File: src/rtl/shift_seq_ctrl.sv
// shift_seq_ctrl: serializes a parallel word MSB first behind a valid/ready
// handshake, with a shift-enable strobe, a done pulse on the final bit and a
// programmable idle gap between words.
//
// Optional feature macro: SHIFT_PARITY_EN
//   When defined, an even-parity bit follows each word, and done moves to the
//   parity cycle.
//
// Parameters:
//   WIDTH      data word width in bits (>= 2)
//   GAP        idle cycles after each word before the next accept (0..15)
// Ports:
//   clk        clock, rising edge
//   rst        synchronous active-high reset
//   din        parallel word to serialize
//   din_valid  producer has a word on din
//   din_ready  controller accepts a word this cycle (decoded from state)
//   serial_out current serial bit (registered)
//   shift_en   serial_out carries a valid bit (registered)
//   busy       controller is not idle (registered)
//   done       pulse in the cycle carrying the last bit of a word (registered)
module shift_seq_ctrl #(
  parameter int unsigned WIDTH = 4,
  parameter int unsigned GAP   = 1
) (
  input  logic             clk,
  input  logic             rst,
  input  logic [WIDTH-1:0] din,
  input  logic             din_valid,
  output logic             din_ready,
  output logic             serial_out,
  output logic             shift_en,
  output logic             busy,
  output logic             done
);

  localparam int unsigned CW = $clog2(WIDTH);
  localparam int unsigned GW = 4;
  localparam logic [CW-1:0] CNT_LAST = CW'(WIDTH - 1);
  // Gap counter runs GAP-1 down to 0; unused when GAP is 0.
  localparam logic [GW-1:0] GAP_LAST = GW'((GAP == 0) ? 0 : (GAP - 1));

  typedef enum logic [1:0] {
    IDLE  = 2'd0,
    SHIFT = 2'd1,
`ifdef SHIFT_PARITY_EN
    PAR   = 2'd2,
`endif
    GAPW  = 2'd3
  } state_t;

  state_t           state, state_n;
  logic [WIDTH-1:0] shift_reg, shift_reg_n;
  logic [CW-1:0]    cnt, cnt_n;
  logic [GW-1:0]    gcnt, gcnt_n;
  logic             serial_out_n, shift_en_n, busy_n, done_n;
  state_t           after_word;
`ifdef SHIFT_PARITY_EN
  logic             par, par_n;
`endif

  // Ready is a pure state decode so the producer sees it in the same cycle.
  assign din_ready = (state == IDLE);

  // Next-state and next-output logic; outputs are registered from these.
  always_comb begin
    state_n      = state;
    shift_reg_n  = shift_reg;
    cnt_n        = cnt;
    gcnt_n       = gcnt;
    serial_out_n = 1'b0;
    shift_en_n   = 1'b0;
    done_n       = 1'b0;
`ifdef SHIFT_PARITY_EN
    par_n        = par;
`endif
    after_word   = (GAP == 0) ? IDLE : GAPW;

    case (state)
      IDLE: begin
        if (din_valid) begin
          shift_reg_n  = din;
          cnt_n        = CNT_LAST;
          state_n      = SHIFT;
          serial_out_n = din[WIDTH-1];
          shift_en_n   = 1'b1;
`ifdef SHIFT_PARITY_EN
          par_n        = ^din;
`endif
        end
      end

      SHIFT: begin
        shift_reg_n = shift_reg << 1;
        if (cnt == '0) begin
`ifdef SHIFT_PARITY_EN
          state_n      = PAR;
          serial_out_n = par;
          shift_en_n   = 1'b1;
          done_n       = 1'b1;
`else
          state_n      = after_word;
          gcnt_n       = GAP_LAST;
`endif
        end else begin
          cnt_n        = cnt - CW'(1);
          serial_out_n = shift_reg_n[WIDTH-1];
          shift_en_n   = 1'b1;
`ifndef SHIFT_PARITY_EN
          // The bit going out next cycle is the last one when cnt reaches 0.
          done_n       = (cnt == CW'(1));
`endif
        end
      end

`ifdef SHIFT_PARITY_EN
      PAR: begin
        state_n = after_word;
        gcnt_n  = GAP_LAST;
      end
`endif

      GAPW: begin
        if (gcnt == '0) begin
          state_n = IDLE;
        end else begin
          gcnt_n = gcnt - GW'(1);
        end
      end

      default: state_n = IDLE;
    endcase

    busy_n = (state_n != IDLE);
  end

  // State, datapath and registered outputs.
  always_ff @(posedge clk) begin
    if (rst) begin
      state      <= IDLE;
      shift_reg  <= '0;
      cnt        <= '0;
      gcnt       <= '0;
      serial_out <= 1'b0;
      shift_en   <= 1'b0;
      busy       <= 1'b0;
      done       <= 1'b0;
`ifdef SHIFT_PARITY_EN
      par        <= 1'b0;
`endif
    end else begin
      state      <= state_n;
      shift_reg  <= shift_reg_n;
      cnt        <= cnt_n;
      gcnt       <= gcnt_n;
      serial_out <= serial_out_n;
      shift_en   <= shift_en_n;
      busy       <= busy_n;
      done       <= done_n;
`ifdef SHIFT_PARITY_EN
      par        <= par_n;
`endif
    end
  end

endmodule
File: config.mk
export PLATFORM = sky130hd
export DESIGN_NAME = shift_seq_ctrl
export DESIGN_NICKNAME = d
export VERILOG_FILES = /design/src/rtl/shift_seq_ctrl.sv
export SDC_FILE = /design/constraint.sdc
export NUM_CORES = 1
export LEC_CHECK = 0
export BUFFER_PORTS_ARGS = -buffer_cell sky130_fd_sc_hd__buf_4
export CAP_MARGIN = 20
export CORE_MARGIN = 5
export CORE_UTILIZATION = 47
export DETAILED_ROUTE_END_ITERATION = 8
export MAX_ROUTING_LAYER = met4
export PLACE_DENSITY = 0.79
export SLEW_MARGIN = 15
export SYNTH_ARGS = -nofsm -noshare
export SYNTH_HDL_FRONTEND = slang
export SYNTH_SLANG_ARGS = --single-unit
File: constraint.sdc
create_clock -name clk -period 1.55 [get_ports clk]
set_input_delay 0.0775 -clock clk [delete_from_list [all_inputs] [get_ports clk]]
set_output_delay 0.0775 -clock clk [all_outputs]
set_load 0.01 [all_outputs]
# --- After elaboration in Yosys (flattened, before gate mapping) ---
# Cells that the tools add are included.
word_totals:
  regBits: 15
  output_inout_bits: 5
op_classes:
  add_sub_neg: 2
  n_eq_ne: 7
  mux: 18
  bitwise_logic: 1
  n_reduce_logical: 10
ops:
  columns: ["op", "count"]
  rows:
  - ["2-bit 2-to-1 mux", 5]
  - ["4-bit 2-to-1 mux", 2]
  - ["2-bit inequality test (second input constant)", 4]
  - ["4-bit case mux with 2 select lines", 1]
  - ["2-bit case mux with 3 select lines", 1]
  - ["3-bit case mux with 2 select lines", 1]
  - ["3-bit AND reduction", 2]
  - ["2-bit nonzero test", 3]
  - ["2-bit by 1-bit equality test with 1-bit output (second input constant)", 2]
  - ["2-bit logical NOT", 2]
  - ["4-bit logical NOT", 1]
  - ["1-bit 2-to-1 mux", 4]
  - ["1-bit case mux with 2 select lines", 2]
  - ["2-bit case mux with 2 select lines", 1]
  - ["4-bit by 1-bit subtractor with 4-bit output (second input constant)", 1]
  - ["3-bit 2-to-1 mux", 1]
  - ["3-bit OR reduction", 1]
  - ["2-bit equality test (second input constant)", 1]
  - ["2-bit AND reduction", 1]
  - ["2-bit by 1-bit subtractor with 2-bit output (second input constant)", 1]
  - ["1-bit NOT", 1]

# --- Longest topological paths before layout ---
logic_depth:
  word_depth: 4
  mapped_depth: 5
  ltp_nobuf: 5

# --- Least setup slack after synthesis ---
# Ideal clock, no wire load.
synth_timing:
  path_type: "register -> register"
  startpoint: "register gcnt[0]"
  endpoint: "register gcnt[3]"
  setup_ps: 74
  t_arrival_ps: 1373
  required_time_ps: 1476
  slack_ps: 103
  path_stages_with_launch: 6
  synth_period_minus_slack_ps: 1447
  cell_sequence: "dfxtp_1 inv_1 ha_1 and2b_4 or4_1 a31oi_1"
synth_between:
  elab_chain_len: 3
  word_cells_on_any_way: 6
synth_lines:
  columns: ["item", "line_no", "rtl"]
  rows:
  - ["from (decl)", "55", "logic [GW-1:0] gcnt, gcnt_n;"]
  - ["from (signal assigned)", "155", "gcnt <= gcnt_n;"]
  - ["4-bit by 1-bit subtractor with 4-bit output or 4-bit logical NOT (tied branches)", "127, 124", null]
  - ["4-bit 2-to-1 mux or 2-bit inequality test (tied branches)", null, null]
  - ["4-bit case mux with 2 select lines or 3-bit AND reduction (tied branches)", null, null]
# Several ways; a longest one is shown, not always the timed one. The select of a mux whose other input is x is not followed.
# A chain may end at the register's enable or synchronous reset.

# --- Worst setup path after layout ---
# Same ends and word-level chain as after synthesis.

==> impl_metrics.tcl <==
set metrics [dict create \
    cts_buffer_depth 2 \
    critPathCapture "gcnt[3]" \
    grt_pass1_wl_mm 2.30 \
    cts_tree "built" \
    clock.fmax_mhz 688 \
    critPathCaptureType "flop" \
    rsz0062_at_grt "false" \
    power_w 0.000809 \
    hp-class "in -> reg" \
    hold_buffers 0 \
    cts_root_buf "clkbuf_4" \
    crit_slowest_cell "or4_1" \
    clock_latency_ps 280 \
    period_share_pct 93.8 \
    r2r_start "gcnt[0]" \
    hold_viol 0 \
    die-area_mm2 0.00236 \
    wl_met3_um 66 \
    met2_length_um 596 \
    die_w_um 48.5 \
    crit_chain "inv_1, ha_2, and2b_4, or4_1, a31oi_1" \
    final_area_um2 840 \
    start_util_pct 48.0 \
    critPathArrivalTime_ps 1670 \
    rows 14 \
    fin_crit_ps 1450 \
    r2r_end "gcnt[3]" \
    rrSetupSlack_ps 100 \
    dp_hpwl_um 974 \
    antenna_found_initial 0 \
    insertedDiodeCount 0 \
    num_io_pins 12 \
    fillers 135 \
    vias 570 \
    crit_fanout 4 \
    drive_gt1_share_pct 26.6 \
    drtIter0Drc 12 \
    numPortBuffers 11 \
    met1_length_um 708 \
    cp_num_buf_inv 1 \
    synth.net_count 89 \
    status "finished clean" \
    peakVddDrop_v 0.000429 \
    synth_area_um2 698 \
    critical_path_class "reg -> reg" \
    grt_usage_pct 12.4 \
    drc 0 \
    worstPathRequired_ps 1760 \
    grt_overflow 0 \
    synth_seq_cells 15 \
    top_layer_used "met4" \
    p_leak_nw 0.340 \
    async_reset_ff_share_pct 0 \
    cts_sinks 15 \
    clkSlewWorstSetupHoldPaths_ps 80 \
    worst_slack_ps 95.6 \
    cp.depth 5 \
    ys_warn_count 0 \
    synth_edf_count 0 \
    pre_cts_ws_ps 31.9 \
    critPathLaunch "gcnt[0]" \
    synth.distinct_cells 30 \
    numCtsBuffers 3 \
    drt-vias-per-instance 5.18 \
    grt_max_degree 14 \
    setup_viol 0 \
    tightestPinTransition_ps 377 \
    postPlaceCellArea_um2 810 \
    die_height_um 48.5 \
    final.setup.tns_ps 0 \
    r2r_cells 5 \
    yosysSeqAreaShare_pct 43.0 \
    slew_violations 0 \
    syn_inst 79 \
    whs_ps 53.6 \
    largest_register_ffs 4 \
    slew_headroom_pct 74.9 \
    drtPass1Iterations 4 \
    synth-main-ff-cell "dfxtp_1" \
    fp.coreArea_mm2 0.00145 \
    finalWirelength_mm 1.39 \
    ant_nets 0 \
    cts.htree.levels 1 \
    cp_top_family "simple AND/OR/NAND/NOR gates" \
    crit_path_max_incr_delay_ps 500 \
    maxCapViolCount 0 \
    syn_to_final_growth_pct 20.3 \
    fin_nets 105 \
    place_congestion 0.729 \
    cp-start-kind "flop" \
    fin_skew_ps 3.23 \
    wire_per_inst_um 12.6 \
    powerDensity_mw_per_mm2 964 \
    grt_pass1_vias 529 \
    syn_area_per_cell_um2 8.84 \
]
## where the power goes
part / internal (W) / total, W / switching, W
combinational: 0.0000807 / 0.000157 / 0.0000765
sequential: 0.000412 / 0.000431 / 0.0000194
clock: 0.0000998 / 0.000221 / 0.000121
total: 0.000592 / 0.000809 / 0.000217
## cell families (layout without fill, tap and decap cells)
family / count (synthesis) / count (layout) / share of synthesized area, %
AND/OR/NAND/NOR: 28 / 28 / 24.0
AO/OA/AOI/OAI: 22 / 22 / 20.3
flip-flops: 15 / 15 / 43.0
buffers and inverters: 10 / 25 / 5.73
adder cells (fa/ha/maj): 3 / 3 / 5.38
multiplexers: 1 / 1 / 1.61
## cell type report
cell class | count | area [um^2] | area share, %
Multi-Input combinational cell | 54 | 360 | 42.9
Sequential cell | 15 | 302 | 35.9
Timing Repair Buffer | 14 | 105 | 12.5
Clock buffer | 4 | 26.3 | 3.13
Inverter | 7 | 26.3 | 3.13
Tap cell | 16 | 20.0 | 2.38
## placed cells by master, fill, tap and decap left out, types with 2 or more instances in the layout
master	netlist	routed
nand2_1	4	4
a211oi_1	3	3
nand2b_1	2	2
nor2_1	6	6
inv_1	6	6
ha_1	3	2
a21oi_1	5	5
nand4_1	3	3
o21ai_0	5	5
nor2b_1	4	4
clkbuf_4	0	3
or4_1	2	2
dfxtp_1	15	14
buf_4	0	14
o22ai_1	3	3
## per-layer routing
metal	global-route usage [%]	vias to the layer above
met3	3.68	4
met4	6.73	0
li1	-	308
met2	17.8	13
met5	-	-
met1	15.5	245
## through the flow
stage	instances	util [%]
finish	110	57.7
global route	110	57.7
CTS	110	57.6
detailed placement	106	55.7
global placement	106	55.7
floorplan	79	-
## worst min-delay path by stage
stage	startpoint	end	depth (start not counted)
finish	rst	gcnt[0]	2
global route	rst	gcnt[2]	2
CTS	rst	shift_reg[0]	2
detailed placement	rst	gcnt[2]	2
global placement	rst	gcnt[0]	2
floorplan	rst	busy	1
## Yosys cell counts, drive strengths merged (2+ instances only)
cell type	instances	share of area, %
nand4	3	2.7
dfxtp	15	43
nand2	4	2.1
nand2b	2	1.8
a211oi	3	3.2
buf	2	1.4
inv	7	3.8
o22ai	3	2.7
or4	2	2.1
nor2b	4	3.6
nor2	6	3.2
ha	3	5.4
a21oi	5	3.6
o21ai	5	3.6
## repair_timing
action / CTS / global route
setup buffers: 0 / 0
endpoints found under the setup margin: 1 / 1
resized for setup: 1 / 1
pin swaps: 0 / 1
No activity file was read; power rests on OpenSTA's default activity.
